### src/rtl/wm8731_i2c_responder.sv
// WM8731 2-wire control-port responder: ACKs 3-byte write packets and keeps a register shadow.
// Define WM8731_RESP_GLITCH_FILT_EN to add a FILT_LEN-sample stability filter on SCL/SDA.
//
// state        | meaning
// ST_IDLE      | bus ignored until START
// ST_ADDR      | shifting in address byte
// ST_ADDR_ACK  | driving ACK for matching write address
// ST_BYTE1     | shifting in byte1 (reg addr + data MSB)
// ST_ACK1      | driving ACK for byte1
// ST_BYTE2     | shifting in byte2 (data LSBs)
// ST_ACK2      | driving ACK for byte2, commit at its end
// ST_WAIT_STOP | packet done, extra bytes NACKed until STOP
module wm8731_i2c_responder #(
  parameter logic [6:0]  DEV_ADDR = 7'h1A,
  parameter int unsigned FILT_LEN = 3
) (
  input  logic        sys_clk,
  input  logic        sys_rst,
  input  logic        scl_i,
  input  logic        sda_i,
  output logic        sda_oe,
  output logic        reg_wr_en,
  output logic [6:0]  reg_addr,
  output logic [8:0]  reg_data,
  output logic [23:0] packet,
  input  logic [3:0]  rd_addr,
  output logic [8:0]  rd_data,
  output logic        busy,
  output logic        nack_evt
);

  typedef enum logic [2:0] {
    ST_IDLE, ST_ADDR, ST_ADDR_ACK, ST_BYTE1, ST_ACK1, ST_BYTE2, ST_ACK2, ST_WAIT_STOP
  } state_t;

  localparam logic [8:0] REG_DEFAULTS [0:9] = '{
    9'h097, 9'h097, 9'h079, 9'h079, 9'h00A, 9'h008, 9'h09F, 9'h00A, 9'h000, 9'h000
  };

  logic [1:0] scl_sync_q, sda_sync_q;
  logic       scl_f, sda_f;

  always_ff @(posedge sys_clk) begin
    if (sys_rst) begin
      scl_sync_q <= 2'b11;
      sda_sync_q <= 2'b11;
    end else begin
      scl_sync_q <= {scl_sync_q[0], scl_i};
      sda_sync_q <= {sda_sync_q[0], sda_i};
    end
  end

`ifdef WM8731_RESP_GLITCH_FILT_EN
  localparam int unsigned FCW = (FILT_LEN < 2) ? 1 : $clog2(FILT_LEN);

  logic [FCW-1:0] scl_cnt_q, scl_cnt_d, sda_cnt_q, sda_cnt_d;
  logic           scl_filt_q, scl_filt_d, sda_filt_q, sda_filt_d;

  // A differing level must persist for FILT_LEN consecutive samples before it is taken.
  always_comb begin
    scl_filt_d = scl_filt_q;
    scl_cnt_d  = '0;
    if (scl_sync_q[1] != scl_filt_q) begin
      if (scl_cnt_q == FCW'(FILT_LEN - 1)) scl_filt_d = scl_sync_q[1];
      else                                 scl_cnt_d  = scl_cnt_q + 1'b1;
    end
    sda_filt_d = sda_filt_q;
    sda_cnt_d  = '0;
    if (sda_sync_q[1] != sda_filt_q) begin
      if (sda_cnt_q == FCW'(FILT_LEN - 1)) sda_filt_d = sda_sync_q[1];
      else                                 sda_cnt_d  = sda_cnt_q + 1'b1;
    end
  end

  always_ff @(posedge sys_clk) begin
    if (sys_rst) begin
      scl_filt_q <= 1'b1;
      sda_filt_q <= 1'b1;
      scl_cnt_q  <= '0;
      sda_cnt_q  <= '0;
    end else begin
      scl_filt_q <= scl_filt_d;
      sda_filt_q <= sda_filt_d;
      scl_cnt_q  <= scl_cnt_d;
      sda_cnt_q  <= sda_cnt_d;
    end
  end

  assign scl_f = scl_filt_q;
  assign sda_f = sda_filt_q;
`else
  logic unused_filt_len;
  assign unused_filt_len = ^FILT_LEN;
  assign scl_f = scl_sync_q[1];
  assign sda_f = sda_sync_q[1];
`endif

  logic scl_prev_q, sda_prev_q;
  logic scl_rise, scl_fall, start_det, stop_det;

  assign scl_rise  = scl_f & ~scl_prev_q;
  assign scl_fall  = ~scl_f & scl_prev_q;
  assign start_det = scl_f & scl_prev_q & sda_prev_q & ~sda_f;
  assign stop_det  = scl_f & scl_prev_q & ~sda_prev_q & sda_f;

  state_t      state_q, state_d;
  logic [3:0]  bit_cnt_q, bit_cnt_d;
  logic [7:0]  shreg_q, shreg_d;
  logic [7:0]  addr_byte_q, addr_byte_d;
  logic [7:0]  byte1_q, byte1_d;
  logic        sda_oe_q, sda_oe_d;
  logic        reg_wr_en_q, reg_wr_en_d;
  logic [6:0]  reg_addr_q, reg_addr_d;
  logic [8:0]  reg_data_q, reg_data_d;
  logic [23:0] packet_q, packet_d;
  logic        nack_evt_q, nack_evt_d;
  logic        busy_q, busy_d;
  logic [8:0]  shadow_q [0:9];
  logic [8:0]  shadow_d [0:9];

  always_comb begin
    state_d     = state_q;
    bit_cnt_d   = bit_cnt_q;
    shreg_d     = shreg_q;
    addr_byte_d = addr_byte_q;
    byte1_d     = byte1_q;
    sda_oe_d    = sda_oe_q;
    reg_wr_en_d = 1'b0;
    reg_addr_d  = reg_addr_q;
    reg_data_d  = reg_data_q;
    packet_d    = packet_q;
    nack_evt_d  = 1'b0;
    shadow_d    = shadow_q;

    if (start_det) begin
      state_d   = ST_ADDR;
      bit_cnt_d = 4'd0;
      sda_oe_d  = 1'b0;
    end else if (stop_det) begin
      state_d  = ST_IDLE;
      sda_oe_d = 1'b0;
    end else begin
      case (state_q)
        ST_ADDR, ST_BYTE1, ST_BYTE2: begin
          if (scl_rise && bit_cnt_q < 4'd8) begin
            shreg_d   = {shreg_q[6:0], sda_f};
            bit_cnt_d = bit_cnt_q + 4'd1;
          end else if (scl_fall && bit_cnt_q == 4'd8) begin
            if (state_q == ST_ADDR) begin
              // Reads (R/W=1) and foreign addresses are both rejected here.
              if (shreg_q == {DEV_ADDR, 1'b0}) begin
                addr_byte_d = shreg_q;
                sda_oe_d    = 1'b1;
                state_d     = ST_ADDR_ACK;
              end else begin
                nack_evt_d = 1'b1;
                state_d    = ST_IDLE;
              end
            end else if (state_q == ST_BYTE1) begin
              byte1_d  = shreg_q;
              sda_oe_d = 1'b1;
              state_d  = ST_ACK1;
            end else begin
              sda_oe_d = 1'b1;
              state_d  = ST_ACK2;
            end
          end
        end
        ST_ADDR_ACK, ST_ACK1, ST_ACK2: begin
          if (scl_fall) begin
            sda_oe_d  = 1'b0;
            bit_cnt_d = 4'd0;
            case (state_q)
              ST_ADDR_ACK: state_d = ST_BYTE1;
              ST_ACK1:     state_d = ST_BYTE2;
              default: begin
                state_d     = ST_WAIT_STOP;
                reg_wr_en_d = 1'b1;
                reg_addr_d  = byte1_q[7:1];
                reg_data_d  = {byte1_q[0], shreg_q};
                packet_d    = {addr_byte_q, byte1_q, shreg_q};
                if (byte1_q[7:1] == 7'h0F) begin
                  shadow_d = REG_DEFAULTS;
                end else if (byte1_q[7:1] <= 7'd9) begin
                  shadow_d[byte1_q[4:1]] = {byte1_q[0], shreg_q};
                end
              end
            endcase
          end
        end
        ST_WAIT_STOP: begin
          // bit_cnt 9 marks the master's ACK clock of a NACKed trailing byte.
          if (scl_rise && bit_cnt_q < 4'd8) begin
            bit_cnt_d = bit_cnt_q + 4'd1;
          end else if (scl_fall && bit_cnt_q == 4'd8) begin
            nack_evt_d = 1'b1;
            bit_cnt_d  = 4'd9;
          end else if (scl_fall && bit_cnt_q == 4'd9) begin
            bit_cnt_d = 4'd0;
          end
        end
        default: ;
      endcase
    end

    busy_d = (state_d != ST_IDLE);
  end

  always_ff @(posedge sys_clk) begin
    if (sys_rst) begin
      scl_prev_q  <= 1'b1;
      sda_prev_q  <= 1'b1;
      state_q     <= ST_IDLE;
      bit_cnt_q   <= 4'd0;
      shreg_q     <= 8'd0;
      addr_byte_q <= 8'd0;
      byte1_q     <= 8'd0;
      sda_oe_q    <= 1'b0;
      reg_wr_en_q <= 1'b0;
      reg_addr_q  <= 7'd0;
      reg_data_q  <= 9'd0;
      packet_q    <= 24'd0;
      nack_evt_q  <= 1'b0;
      busy_q      <= 1'b0;
      shadow_q    <= REG_DEFAULTS;
    end else begin
      scl_prev_q  <= scl_f;
      sda_prev_q  <= sda_f;
      state_q     <= state_d;
      bit_cnt_q   <= bit_cnt_d;
      shreg_q     <= shreg_d;
      addr_byte_q <= addr_byte_d;
      byte1_q     <= byte1_d;
      sda_oe_q    <= sda_oe_d;
      reg_wr_en_q <= reg_wr_en_d;
      reg_addr_q  <= reg_addr_d;
      reg_data_q  <= reg_data_d;
      packet_q    <= packet_d;
      nack_evt_q  <= nack_evt_d;
      busy_q      <= busy_d;
      shadow_q    <= shadow_d;
    end
  end

  always_comb begin
    rd_data = 9'd0;
    if (rd_addr <= 4'd9) rd_data = shadow_q[rd_addr];
  end

  assign sda_oe    = sda_oe_q;
  assign reg_wr_en = reg_wr_en_q;
  assign reg_addr  = reg_addr_q;
  assign reg_data  = reg_data_q;
  assign packet    = packet_q;
  assign nack_evt  = nack_evt_q;
  assign busy      = busy_q;

endmodule
### config.mk
export PLATFORM = sky130hd
export DESIGN_NAME = wm8731_i2c_responder
export DESIGN_NICKNAME = d
export VERILOG_FILES = /design/src/rtl/wm8731_i2c_responder.sv
export SDC_FILE = /design/constraint.sdc
export NUM_CORES = 1
export LEC_CHECK = 0
export BUFFER_PORTS_ARGS = -buffer_cell sky130_fd_sc_hd__buf_4
export CAP_MARGIN = 20
export CORE_MARGIN = 1
export CORE_UTILIZATION = 59
export DETAILED_ROUTE_END_ITERATION = 8
export GPL_TIMING_DRIVEN = 0
export PLACE_DENSITY = 0.79
export RECOVER_POWER = 50
export SLEW_MARGIN = 20
export SYNTH_ARGS = -nofsm -noshare
export SYNTH_HDL_FRONTEND = slang
export SYNTH_SLANG_ARGS = --single-unit
### constraint.sdc
create_clock -name sys_clk -period 2.2 [get_ports sys_clk]
set_input_delay 0.11 -clock sys_clk [delete_from_list [all_inputs] [get_ports sys_clk]]
set_output_delay 0.11 -clock sys_clk [all_outputs]
set_load 0.01 [all_outputs]
==> results.md <==
- H-Tree Depth: 4
- Pre-CTS setup slack: 0.000994 ns
- Syn Inst Count: 677
- Worst Setup Slack, final: 0.0673 ns
- I/O pins: 61
- Setup CP Type: flip-flop to flip-flop
- Final hold vios: 0
- Final instance area: 7780 um^2
- Critical Path RT: 2.64 ns
- Max-cap violations: 0
- Gr usage total: 30.8%
- Crit end category: flip-flop
- Slowest CP cell: or4_4
- Row cnt: 38
- Via/cell ratio: 5.94
- Core footprint: 10900 um^2
- Synth area leader: dfxtp_1
- CTS Root Cell: clkbuf_8
- Area after DPL: 7240 um^2
- RD Place Congestion: approximately 0.93
- CP Launch Type: flip-flop
- Critical path, cell by cell: and2b_1 > nand4_1 > or4_4 > nor2b_4 > and2_1
- Synth async-reset ratio: 0%
- Dominant synthesized flop cell: dfxtp_1
- DR WL/cell: around 18 um
- Routed WL: 16700 um
- Setup_tns: 0 ns
- Die area: 11700 um^2
- Period utilization: 96.9%
- Hold Path Class: input pin to flip-flop
- Critical path arrival: 2.58 ns
- Pin count of the biggest net entering global routing: 17
- # fillers: 817
- Slew Limit Fails: 0
- Syn avg cell area: a little under 10 um^2
- Synth area leaders: dfxtp_1 47%, a22o_1 7.4%, mux4_2 6.1%
- #FFs+latches synth: 155
- Num CTS Buffers: 17
- Initial antenna violation count: 0
- Post-synthesis cell type count: 68
- Crit Path Max Fanout: 7
- Routed Antenna Nets: 0
- ANT cells: 0
- Clock Latency Late Sink: 0.56 ns
- Crit path largest cell delay: around 0.67 ns
- Area share of the largest cell type after synthesis: 46.7%
- Yosys Warn Count: 0
- DRC: 0
- Most frequent cells in the layout: 155 x dfxtp_1, 63 x nand2_1, 57 x a21oi_1
- Total number of vias: 5392
- Die Ht: 108 um
- Multi-input logic area: 3170 um^2
- Final setup viols: 0
- CTS Buffer Depth: 2
- Pwr Density: 786 nW/um^2
- Commonest non-fill, non-tap cell in the layout: dfxtp_1
- Initial DRC Count: 460
- Number of setup buffers added after CTS: 0
- Crit path buffers/inverters: 0
- FF/Latch Area: 3100 um^2
- Input/output buffers: 57
- Unrepaired setup endpoints after global routing: false
- Initial core utilization: roughly three fifths
- Relative slew slack: 47.4%
- Worst vdd rail ir drop: between 0.6 and 0.7 mV
- Ratio of cells with drive above 1 in the final layout: a little under a fifth
- Reg-to-reg slack, setup: 0.07 ns
- Max Clk Rate: 0.469 GHz
- Worst slew pin tran: between 0.7 and 0.8 ns
- CTS tree: yes
- Number of global-route vias before repair: 5351
- Syn-to-layout area delta: 17.2%
- Syn Nets: around 700
- Number of clock sinks: 155
- Die W: 108 um
- Sequential fraction of the synthesis area: between 40% and 50%
- # nets final: 765
- Total power: 6.12 mW
- Leak pwr: 2.94 nW
- Post-layout util: 71.5%
- TritonRoute pass-1 iters: 5
- Number of synthesized flops with an enable pin: 0
- Status: complete, no violations
- Post-route minimum period: about 2.1 ns
- Clock-pin slew on the worst setup and hold paths: 0.06 ns
- First-pass GRT wire length: around 27000 um
- Cell Area, Synth: 6640 um^2
- Worst path top cell family by delay: simple AND/OR/NAND/NOR gates
- Worst Clk Skew: ~0.0076 ns
- HPWL Detailed: 11500 um
- Grt ovf: 0
[stage by stage]
step / cells / hold slack, ns
after floorplan: 677 / 0.214
after global placement: 874 / 0.294
after detailed placement: 874 / 0.302
after CTS: 908 / 0.168
after global routing: 907 / 0.268
final: 907 / 0.253
[flip-flops by register name, indices dropped and copies added (netlist names), 3 cells and up]
register     flops
shadow_q        90
packet          10
addr_byte_q      8
byte1_q          8
reg_data         8
shreg_q          8
reg_addr         6
bit_cnt_q        4
state_q          3
[timing repair]
item,in CTS,in global routing
setup endpoints to repair,7,12
gates resized for setup,1,5
hold buffers,2,0
endpoints found under the hold margin,2,0
[cell usage after synthesis, drive strengths merged (3+ instances only)]
| cell type | count |
|---|---|
| a31oi | 5 |
| o21bai | 6 |
| nor3b | 4 |
| inv | 12 |
| a22o | 56 |
| a311oi | 4 |
| or2 | 12 |
| and3 | 4 |
| nand3b | 3 |
| dfxtp | 155 |
| mux4 | 18 |
| nand2 | 64 |
| nand2b | 5 |
| a2bb2oi | 10 |
| clkbuf | 24 |
| a41oi | 4 |
| buf | 39 |
| a21oi | 58 |
| o21ai | 19 |
| ha | 3 |
| mux2i | 25 |
| nand3 | 16 |
| and2 | 8 |
| nor2b | 22 |
| nor2 | 59 |
| nor3 | 13 |
[worst register-to-register path, stage by stage, from the launching register on]
cell and delay (ns):
dfxtp_1 0.38, and2b_1 0.29, nand4_1 0.34, or4_4 0.67, nor2b_4 0.17, and2_1 0.17
[where the power goes]
group | internal, mW | switching [mW]
registers | 2.81 | 0.00688
clock network | 1.87 | 1.19
logic | 0.0867 | 0.149
total | 4.77 | 1.34
[final cells by class]
type | count | area share (%)
Buffer | 62 | 4.18
Timing Repair Buffer | 59 | 4.31
Inverter | 13 | 0.627
Clock inverter | 14 | 2.52
Sequential cell | 155 | 39.9
Clock buffer | 18 | 5.50
Multi-Input combinational cell | 446 | 40.7
Tap cell | 140 | 2.25
[path summary, 6_finish.rpt]
path / from / end / cells after the start
worst min register to register: scl_sync_q[0] / scl_sync_q[1] / 1
worst max-delay path: scl_sync_q[1] / addr_byte_q[1] / 5
worst max register to register: scl_sync_q[1] / addr_byte_q[1] / 5
worst min-delay path: sys_rst / shadow_q[82] / 4
[routing by layer]
metal / track usage (%) / share of wire, % / up-vias / wire length, um
met5: 0 / 0 / - / 0
met4: 17.2 / 3.6 / 0 / 595
met3: 6.69 / 5.9 / 42 / 985
met2: 50.8 / 48 / 199 / 8070
met1: 37.4 / 42 / 2596 / 7050
li1: - / - / 2555 / -
[cells by family (layout without fill, tap and decap cells)]
kind of cell | Yosys count | in the layout | share of synthesized area (%)
adders and majority gates | 4 | 4 | 0.716
and+or+nand+nor | 221 | 221 | 17.7
muxes | 44 | 44 | 10.0
DFF | 155 | 155 | 46.7
buffers and inverters | 76 | 166 | 5.71
xor gates and xnor gates | 3 | 3 | 0.396
AOI/OAI and AO/OA | 174 | 174 | 18.7
(Power assumes the default switching activity.)
